<file path="config.mk">
export PLATFORM = sky130hd
export DESIGN_NAME = integer_to_floating_point_converter
export DESIGN_NICKNAME = d
export VERILOG_FILES = /design/src/rtl/fp_pkg.sv /design/src/rtl/fp_mentissa_rounder.sv /design/src/rtl/integer_to_floating_point_converter.sv
export SDC_FILE = /design/constraint.sdc
export NUM_CORES = 1
export LEC_CHECK = 0
export CAP_MARGIN = 20
export CORE_UTILIZATION = 55
export CTS_CLUSTER_DIAMETER = 150
export DETAILED_ROUTE_END_ITERATION = 12
export HOLD_SLACK_MARGIN = 0.02
export PLACE_DENSITY_LB_ADDON = 0.05
export SLEW_MARGIN = 5
export SYNTH_ARGS = -nofsm -noshare
export SYNTH_HDL_FRONTEND = slang
export SYNTH_HIERARCHICAL = 1
export SYNTH_SLANG_ARGS = --single-unit
export TNS_END_PERCENT = 30
</file>
<file path="constraint.sdc">
create_clock -name clk_in -period 3.6 [get_ports clk_in]
set_input_delay 0.36 -clock clk_in [delete_from_list [all_inputs] [get_ports clk_in]]
set_output_delay 0.36 -clock clk_in [all_outputs]
set_load 0.01 [all_outputs]
</file>
<file path="src/rtl/fp_pkg.sv">
`default_nettype none
// ============================================================================
// Module   : fp_pkg
// Brief    : Shared float-format constants, converter state encoding and the
//            packed float field layout used by the float datapath blocks.
// Config   : FP_CONVERT_ROUND_NEAREST_EVEN_EN (consumed by fp_mentissa_rounder)
// Revision : 1.0 - initial release
// ============================================================================
package fp_pkg;

    localparam int DATA_WIDTH = 32;
    localparam int MENT_WIDTH = 23;
    localparam int EXPO_WIDTH = 8;
    localparam int EXPO_BIAS  = 127;

    // Converter sequencing: capture, normalise one bit per cycle, round, present
    typedef enum logic [1:0] {
        IDLE = 2'd0,
        NORM = 2'd1,
        RND  = 2'd2,
        DONE = 2'd3
    } state_t;

    // Packed single-precision word as it travels between blocks
    typedef struct packed {
        logic                  sign;
        logic [EXPO_WIDTH-1:0] exponent;
        logic [MENT_WIDTH-1:0] mentissa;
    } float_t;

endpackage
`default_nettype wire

</file>
<file path="src/rtl/fp_mentissa_rounder.sv">
`default_nettype none
// ============================================================================
// Module   : fp_mentissa_rounder
// Brief    : Combinational mentissa rounding step shared by the converter and
//            the adder. Takes the kept mentissa bits plus guard/sticky and
//            returns the rounded mentissa, its carry-out and the inexact flag.
// Config   : FP_CONVERT_ROUND_NEAREST_EVEN_EN defined -> round to nearest,
//            ties to even; undefined -> truncate toward zero.
// Revision : 1.0 - initial release
// ============================================================================
module fp_mentissa_rounder #(
    parameter int MENT_WIDTH = fp_pkg::MENT_WIDTH
) (
    input  logic [MENT_WIDTH-1:0] i_mentissa,
    input  logic                  i_guard,
    input  logic                  i_sticky,
    output logic [MENT_WIDTH-1:0] o_mentissa,
    output logic                  o_carry,
    output logic                  o_inexact
);

    // Any discarded nonzero bit makes the result inexact, whatever the mode
    assign o_inexact = i_guard | i_sticky;

`ifdef FP_CONVERT_ROUND_NEAREST_EVEN_EN
    logic w_increment;

    // Round up above half, or exactly at half when the kept LSB is odd
    assign w_increment = i_guard & (i_sticky | i_mentissa[0]);
    assign {o_carry, o_mentissa} = {1'b0, i_mentissa} + {{MENT_WIDTH{1'b0}}, w_increment};
`else
    // Truncation simply drops the discarded bits
    assign o_mentissa = i_mentissa;
    assign o_carry    = 1'b0;
`endif

endmodule
`default_nettype wire

</file>
<file path="src/rtl/integer_to_floating_point_converter.sv">
`default_nettype none
// ============================================================================
// Module   : integer_to_floating_point_converter
// Brief    : Iterative signed/unsigned integer to IEEE-754 single-precision
//            converter. Captures magnitude over valid/ready, normalises one bit
//            per cycle, rounds once, then holds the packed float until taken.
// Config   : FP_CONVERT_ROUND_NEAREST_EVEN_EN selects RNE over truncation
//            (handled inside fp_mentissa_rounder).
// Revision : 1.0 - initial release
// ============================================================================
module integer_to_floating_point_converter #(
    parameter int DATA_WIDTH = fp_pkg::DATA_WIDTH,
    parameter int INT_WIDTH  = 32,
    parameter int MENT_WIDTH = fp_pkg::MENT_WIDTH,
    parameter int EXPO_WIDTH = fp_pkg::EXPO_WIDTH,
    parameter int EXPO_BIAS  = fp_pkg::EXPO_BIAS
) (
    input  logic                  clk_in,
    input  logic                  reset_in,
    input  logic [INT_WIDTH-1:0]  integer_in,
    input  logic                  signed_in,
    input  logic                  valid_in,
    output logic                  ready_out,
    output logic [DATA_WIDTH-1:0] floating_out,
    output logic                  valid_out,
    input  logic                  ready_in,
    output logic                  inexact_out
);

    import fp_pkg::*;

    // Bit position of the first discarded bit once the leading one sits at the MSB
    localparam int                     c_guard_idx = INT_WIDTH - 2 - MENT_WIDTH;
    // Exponent of the captured value before any left shift (leading one at MSB)
    localparam logic [EXPO_WIDTH-1:0]  c_start_exp = EXPO_WIDTH'(EXPO_BIAS + INT_WIDTH - 1);

    state_t                 r_state;
    state_t                 w_next_state;
    logic                   r_sign;
    logic [INT_WIDTH-1:0]   r_mag;
    logic [EXPO_WIDTH-1:0]  r_exp;
    logic [DATA_WIDTH-1:0]  r_result;
    logic                   r_inexact;

    logic                   w_ready;
    logic                   w_accept;
    logic                   w_in_neg;
    logic [INT_WIDTH-1:0]   w_in_mag;
    logic                   w_in_zero;

    logic [MENT_WIDTH-1:0]  w_ment;
    logic                   w_guard;
    logic                   w_sticky;
    logic [MENT_WIDTH-1:0]  w_ment_rnd;
    logic                   w_carry;
    logic                   w_inexact;
    logic [EXPO_WIDTH-1:0]  w_exp_rnd;

    // Ready is withheld while reset is asserted so nothing is accepted that cycle
    assign w_ready   = (r_state == IDLE) && !reset_in;
    assign w_accept  = valid_in && w_ready;

    // Two's complement magnitude; the most-negative value maps to 2^(INT_WIDTH-1)
    assign w_in_neg  = signed_in & integer_in[INT_WIDTH-1];
    assign w_in_mag  = w_in_neg ? (~integer_in + {{(INT_WIDTH-1){1'b0}}, 1'b1}) : integer_in;
    assign w_in_zero = (w_in_mag == '0);

    // Field extraction from the normalised magnitude (leading one dropped)
    assign w_ment    = r_mag[INT_WIDTH-2 -: MENT_WIDTH];
    assign w_guard   = r_mag[c_guard_idx];
    assign w_sticky  = |r_mag[c_guard_idx-1:0];
    assign w_exp_rnd = r_exp + {{(EXPO_WIDTH-1){1'b0}}, w_carry};

    fp_mentissa_rounder #(
        .MENT_WIDTH (MENT_WIDTH)
    ) u_rounder (
        .i_mentissa (w_ment),
        .i_guard    (w_guard),
        .i_sticky   (w_sticky),
        .o_mentissa (w_ment_rnd),
        .o_carry    (w_carry),
        .o_inexact  (w_inexact)
    );

    // State register
    always_ff @(posedge clk_in) begin
        if (reset_in) begin
            r_state <= IDLE;
        end else begin
            r_state <= w_next_state;
        end
    end

    // Next-state decode: zero skips straight to DONE, otherwise shift until MSB set
    always_comb begin
        w_next_state = r_state;
        case (r_state)
            IDLE: if (w_accept) w_next_state = w_in_zero ? DONE : NORM;
            NORM: if (r_mag[INT_WIDTH-1]) w_next_state = RND;
            RND:  w_next_state = DONE;
            DONE: if (ready_in) w_next_state = IDLE;
            default: w_next_state = IDLE;
        endcase
    end

    // Datapath: capture operand, normalise, then register the rounded result
    always_ff @(posedge clk_in) begin
        if (reset_in) begin
            r_sign    <= 1'b0;
            r_mag     <= '0;
            r_exp     <= '0;
            r_result  <= '0;
            r_inexact <= 1'b0;
        end else begin
            case (r_state)
                IDLE: begin
                    if (w_accept) begin
                        r_sign <= w_in_neg;
                        r_mag  <= w_in_mag;
                        r_exp  <= c_start_exp;
                        if (w_in_zero) begin
                            r_result  <= '0;
                            r_inexact <= 1'b0;
                        end
                    end
                end
                NORM: begin
                    if (!r_mag[INT_WIDTH-1]) begin
                        r_mag <= r_mag << 1;
                        r_exp <= r_exp - {{(EXPO_WIDTH-1){1'b0}}, 1'b1};
                    end
                end
                RND: begin
                    // On mentissa carry-out the rounded field is already all zeros
                    r_result  <= {r_sign, w_exp_rnd, w_ment_rnd};
                    r_inexact <= w_inexact;
                end
                default: ;
            endcase
        end
    end

    assign ready_out    = w_ready;
    assign valid_out    = (r_state == DONE);
    assign floating_out = r_result;
    assign inexact_out  = r_inexact;

endmodule
`default_nettype wire

</file>
* Word level (Yosys, flattened, before mapping)
Cells that the tools add are included.
Cells by class: add/subtract/negate cells 2, equality and inequality tests 8, multiplexer cells 18, bitwise operators 3, reductions and logical operators 13
Operator list (count):
- $mux W32 | 5
- $pmux W32 S2 | 2
- $add A32 B1 Y32 const B | 1
- $logic_not A32 Y1 | 1
- $not A32 Y32 | 1
- $mux W8 | 2
- $pmux W8 S2 | 1
- $reduce_and A3 Y1 | 3
- $mux W2 | 4
- $ne A2 B2 Y1 const B | 4
- $pmux W2 S4 | 1
- $sub A8 B1 Y8 const B | 1
- $reduce_or A7 Y1 | 1
- $eq A2 B2 Y1 const B | 2
- $reduce_and A2 Y1 | 2
- $reduce_bool A2 Y1 | 2
- $eq A2 B1 Y1 const B | 1
- $logic_and A1 B1 Y1 | 2
- $logic_not A2 Y1 | 1
- $mux W1 | 2
- $ne A2 B1 Y1 const B | 1
- $pmux W1 S2 | 1
- $and A1 B1 Y1 | 1
- $logic_not A1 Y1 | 1
- $or A1 B1 Y1 | 1
Word-level totals: flip-flop bits (word level) 76, input port bits 37, output and inout port bits 35, word-level logic and storage cells 51

* Logic depth before layout (Yosys ltp)
Gate-level depths: netlist (run 1).
depth after elaboration 7, mapped depth 12, depth with buffers taken out 11

* Modules after synthesis
Netlist (run 1), hierarchy kept.
Modules (own cells, without submodules):
- integer_to_floating_point_converter | times used 1, cells an instance 610, area each 4778.3 µm², seq. area each 1521.5 µm²
- fp_mentissa_rounder | times used 1, cells an instance 26, area each 190.2 µm², seq. area each 0.0 µm²

* Least setup slack after synthesis (run 1)
Ideal clock, no wire load.
path kind in2reg, from input integer_in[8], to register r_result[10] (netlist: floating_out[10]), arrival time 3.247 ns, required time 3.530 ns, setup slack 0.282 ns, stages on the path 11, path buffers 2, cells stage by stage clkbuf_1 -> or4_1 -> or2_2 -> or4_1 -> and3_1 -> or3b_1 -> nand4_2 -> nor4_4 -> buf_2 -> or3b_1 -> a21oi_1
Between the ends: cells in the longest elaborated chain, start to end 6
RTL lines:
- from (decl) | line integer_to_floating_point_converter.sv:20 | input logic [INT_WIDTH-1:0] integer_in,
- $not A32 Y32 | line integer_to_floating_point_converter.sv:65 | assign w_in_mag = w_in_neg ? (~integer_in + {{(INT_WIDTH-1){1'b0}}, 1'b1}) : integer_in;
- $add A32 B1 Y32 | line integer_to_floating_point_converter.sv:65
- $mux W32 * | line integer_to_floating_point_converter.sv:65
- $logic_not A32 Y1 * | line integer_to_floating_point_converter.sv:66 | assign w_in_zero = (w_in_mag == '0);
- $ne A2 B2 Y1 (no line) *
- $reduce_and A3 Y1 (no line) *
- to (signal assigned) | line integer_to_floating_point_converter.sv:135 | r_result <= {r_sign, w_exp_rnd, w_ment_rnd};
- to (decl) | line integer_to_floating_point_converter.sv:42 | logic [DATA_WIDTH-1:0] r_result;
Every way passes the cells marked *; elsewhere a longest branch is shown, timed or not. A chain may end at the register's enable or synchronous reset.

* Final worst setup path (run 1)
from input integer_in[3], to register r_result[10] (netlist: floating_out[10])
Same word-level chain as after synthesis.

==> impl_metrics.tcl, run 1 <==
set metrics [dict create \
    numPortBuffers 71 \
    syn2layout_area_growth_pct 29.6 \
    grt_overflow_total 0 \
    min-delay-start "inexact_out" \
    design.core.area_mm2 0.00872 \
    finalWeightedCongestion 0.970 \
    fmax_mhz 286 \
    number_of_distinct_library_cell_variants_in_the_gate_level_netlist_after_synthesis 63 \
    critical_path.max_stage_delay_ns 0.51 \
    timing.clock.skew_ns 0.0102 \
    chip_width_um 97.0 \
    drt.antenna.violating_nets 0 \
    tightestPinTransition_ns 0.848 \
    die_height_um 97.0 \
    fillers 706 \
    clock_sinks 76 \
    placed_cells_incl_taps 830 \
    cp.arrival_ns 3.77 \
    holdWs_ns 0.468 \
    drt_iter0_markers 301 \
    final_layout_size_suffix_gt1_share_pct 19.1 \
    wl_per_cell_um 16.4 \
    utilization_pct 73.8 \
    grt_util_met2_pct 48.0 \
    dp_worst_setup_slack_ns -0.395 \
    crit_type "in2reg" \
    dieArea_mm2 0.00942 \
    final-instance-count-excl-fill 850 \
    power.static_leakage_nw 2.40 \
    finalMaxSlewViolations 0 \
    worst-path-max-fanout 11 \
    min_period_over_period_pct 97.2 \
    via_count_of_the_first_global_routing_pass 4734 \
    regToRegStartpoint "r_state[1]" \
    antenna_found_initial 0 \
    timing.hold.worst.class "reg2reg" \
    vias 5094 \
    grt_setup_unrepaired "true" \
    totalWireLength_mm 13.9 \
    timing.critical_path.from_type "input pin" \
    area.sequential_mm2 0.00152 \
    netlist_area_mm2 0.00497 \
    cell_depth_of_the_worst_flop_to_flop_path 8 \
    end_point_of_the_most_critical_hold_path "inexact_out" \
    vdd_drop_max_v 0.000320 \
    postLayoutSetupSlackWorst_ns 0.101 \
    largest_net_degree_at_the_start_of_global_routing 71 \
    synth_seq_cells 76 \
    synth.avg_cell_area_um2 7.81 \
    synth_seq_area_share_pct 30.6 \
    clock_tree_from_tritoncts "yes" \
    timing.final.hold_violations 0 \
    cts_root_buffer "clkbuf_8" \
    global_route_wire_length_before_repair_mm 22.7 \
    max_cap_viol_count 0 \
    worst_slew_margin_rel_pct 43.3 \
    global_route.usage.met3_pct 4.41 \
    end_kind "flop" \
    cts_max_path_buffers 2 \
    layout_common_cells "buf_4 (91), dfxtp_1 (76), clkdlybuf4s50_1 (66), a21oi_1 (52), nor2_1 (50)" \
    synth_nets 682 \
    data_required_time_at_the_worst_endpoint_ns 3.87 \
    crit-reg2reg-capture "r_exp[7]" \
    grt.total_usage_pct 29.1 \
    worst_setup_hold_path_clk_slew_ns 0.09 \
    insertion_delay_ns 0.34 \
    postSynthCellCount 636 \
    power_density_mw_per_mm2 514 \
    status "complete, no violations" \
    fp-row-count 34 \
    final_routed_drc_violation_total 0 \
    synth_ff_type "dfxtp_1" \
    yosys_warnings 6 \
    dp_hpwl_mm 10.3 \
    met1_usage_pct 38.4 \
    grt.busiest_layer "met2" \
    initial_utilization_pct 57.0 \
    final_net_count 783 \
    cts-buffers-inserted 9 \
    synth_enable_flop_cells 0 \
    rrSetupSlack_ns 1.02 \
    pin_count 72 \
    post_drt_via_cell_ratio 5.99 \
    min_period_ns 3.50 \
    crit_path_top_delay_cell "or4_4" \
    holdPathStages 2 \
    most_common_library_cell_in_the_layout_ignoring_fill_and_taps "buf_4" \
    ys_async_sr_fraction_pct 0 \
    antenna-diode-count 0 \
    timing.final.setup_violations 0 \
    ctsHtreeMaxLevel 3 \
    detail_route.first_pass.iterations 5 \
    multi_input_comb_area_mm2 0.00306 \
    critical_path.cell_chain "clkdlybuf4s50_1, or3_1, or4_4, or4_4, and3_4, or3b_1, nand4_2, nor4_4, buf_4, clkbuf_16, or3b_1, a21oi_1" \
]
==> sequential cells by signal (all words and copies together) (netlist names) <==
register      count
r_sign            1
floating_out     32
inexact_out       1
r_mag            32
r_exp             8
r_state           2
==> synthesized netlist by cell type, types with 11 or more instances <==
library cell	instances	area [um^2]
a21oi_1	58	290
buf_4	24	180
clkbuf_1	43	161
dfxtp_1	76	1520
inv_1	15	56.3
nand2_1	48	180
nand3_1	17	85.1
nor2_1	50	188
nor3_1	21	105
nor4_1	11	68.8
o211ai_1	40	300
o21ai_0	35	175
or3b_1	24	210
xnor2_1	21	184
xor2_1	18	158
==> cell type report <==
type,instances,share of cell area [%]
clock buffer,10,2.14
clock inverter,6,1.09
inverter,16,0.933
multi-input combinational,469,47.5
sequential,76,23.6
tap,108,2.10
timing repair buffer,165,22.6
==> logic make-up after synthesis <==
kind of cell / synth area share (%)
compound gates: 25.1
simple gates: 24.1
xor+xnor: 6.87
fa+ha+maj: 2.27
other cells: 0.0755
buf+inv: 8.94
flops: 30.6
mux: 2.04
==> per-stage QoR <==
step                      TNS (ns)  area [um^2]  power [mW]
after global routing      -0.00960         6440        3.52
final                            0         6440        3.31
after floorplan                  0         4970        2.26
after detailed placement     -9.79         6120        2.62
after global placement       -7.18         6120        2.56
after CTS                        0         6330        3.30
==> report_power, final <==
group	switching [mW]	internal, mW
clock network	0.336	0.344
registers	0.187	1.02
logic	0.850	0.572
==> metal layers <==
metal  vias to the layer above  wire, um
met5                         -         0
met1                      2376      6320
met3                        23       786
met4                         0       316
met2                       190      6510
li1                       2505         -
==> worst max-delay path: cells and delay by family <==
kind / cells / cell delay [ns]
buffers and inverters: 3 / 0.76
AOI/OAI and AO/OA: 1 / 0.14
and+or+nand+nor: 8 / 2.52
==> what timing repair did <==
item,4_1_cts,5_1_grt
setup endpoints to repair,3,17
hold buffers,0,0
buffers inserted,0,2
resized for setup,1,16
gates cloned,0,2
pin swaps,1,6
==> worst max path at each step <==
stage	cells past startpoint	start	endpoint	slack [ns]
final	12	integer_in[3]	floating_out[10]	0.10
after global routing	13	integer_in[8]	floating_out[10]	-0.01
after CTS	11	integer_in[12]	floating_out[15]	0.03
after detailed placement	11	integer_in[12]	floating_out[15]	-0.40
after global placement	11	integer_in[12]	floating_out[17]	-0.31
after floorplan	11	integer_in[8]	floating_out[10]	0.28
Power figures use the tool's default switching activity.
==> run 2: changes to the inputs <==
--- a/config.mk
+++ b/config.mk
@@ -5,6 +5,7 @@
 export SDC_FILE = /design/constraint.sdc
 export NUM_CORES = 1
 export LEC_CHECK = 0
+export ABC_CLOCK_PERIOD_IN_PS = 3600
 export CAP_MARGIN = 20
 export CORE_UTILIZATION = 55
 export CTS_CLUSTER_DIAMETER = 150
==> results of run 2 <==
The final DEF is identical to that of run 1; final timing and power are the same.
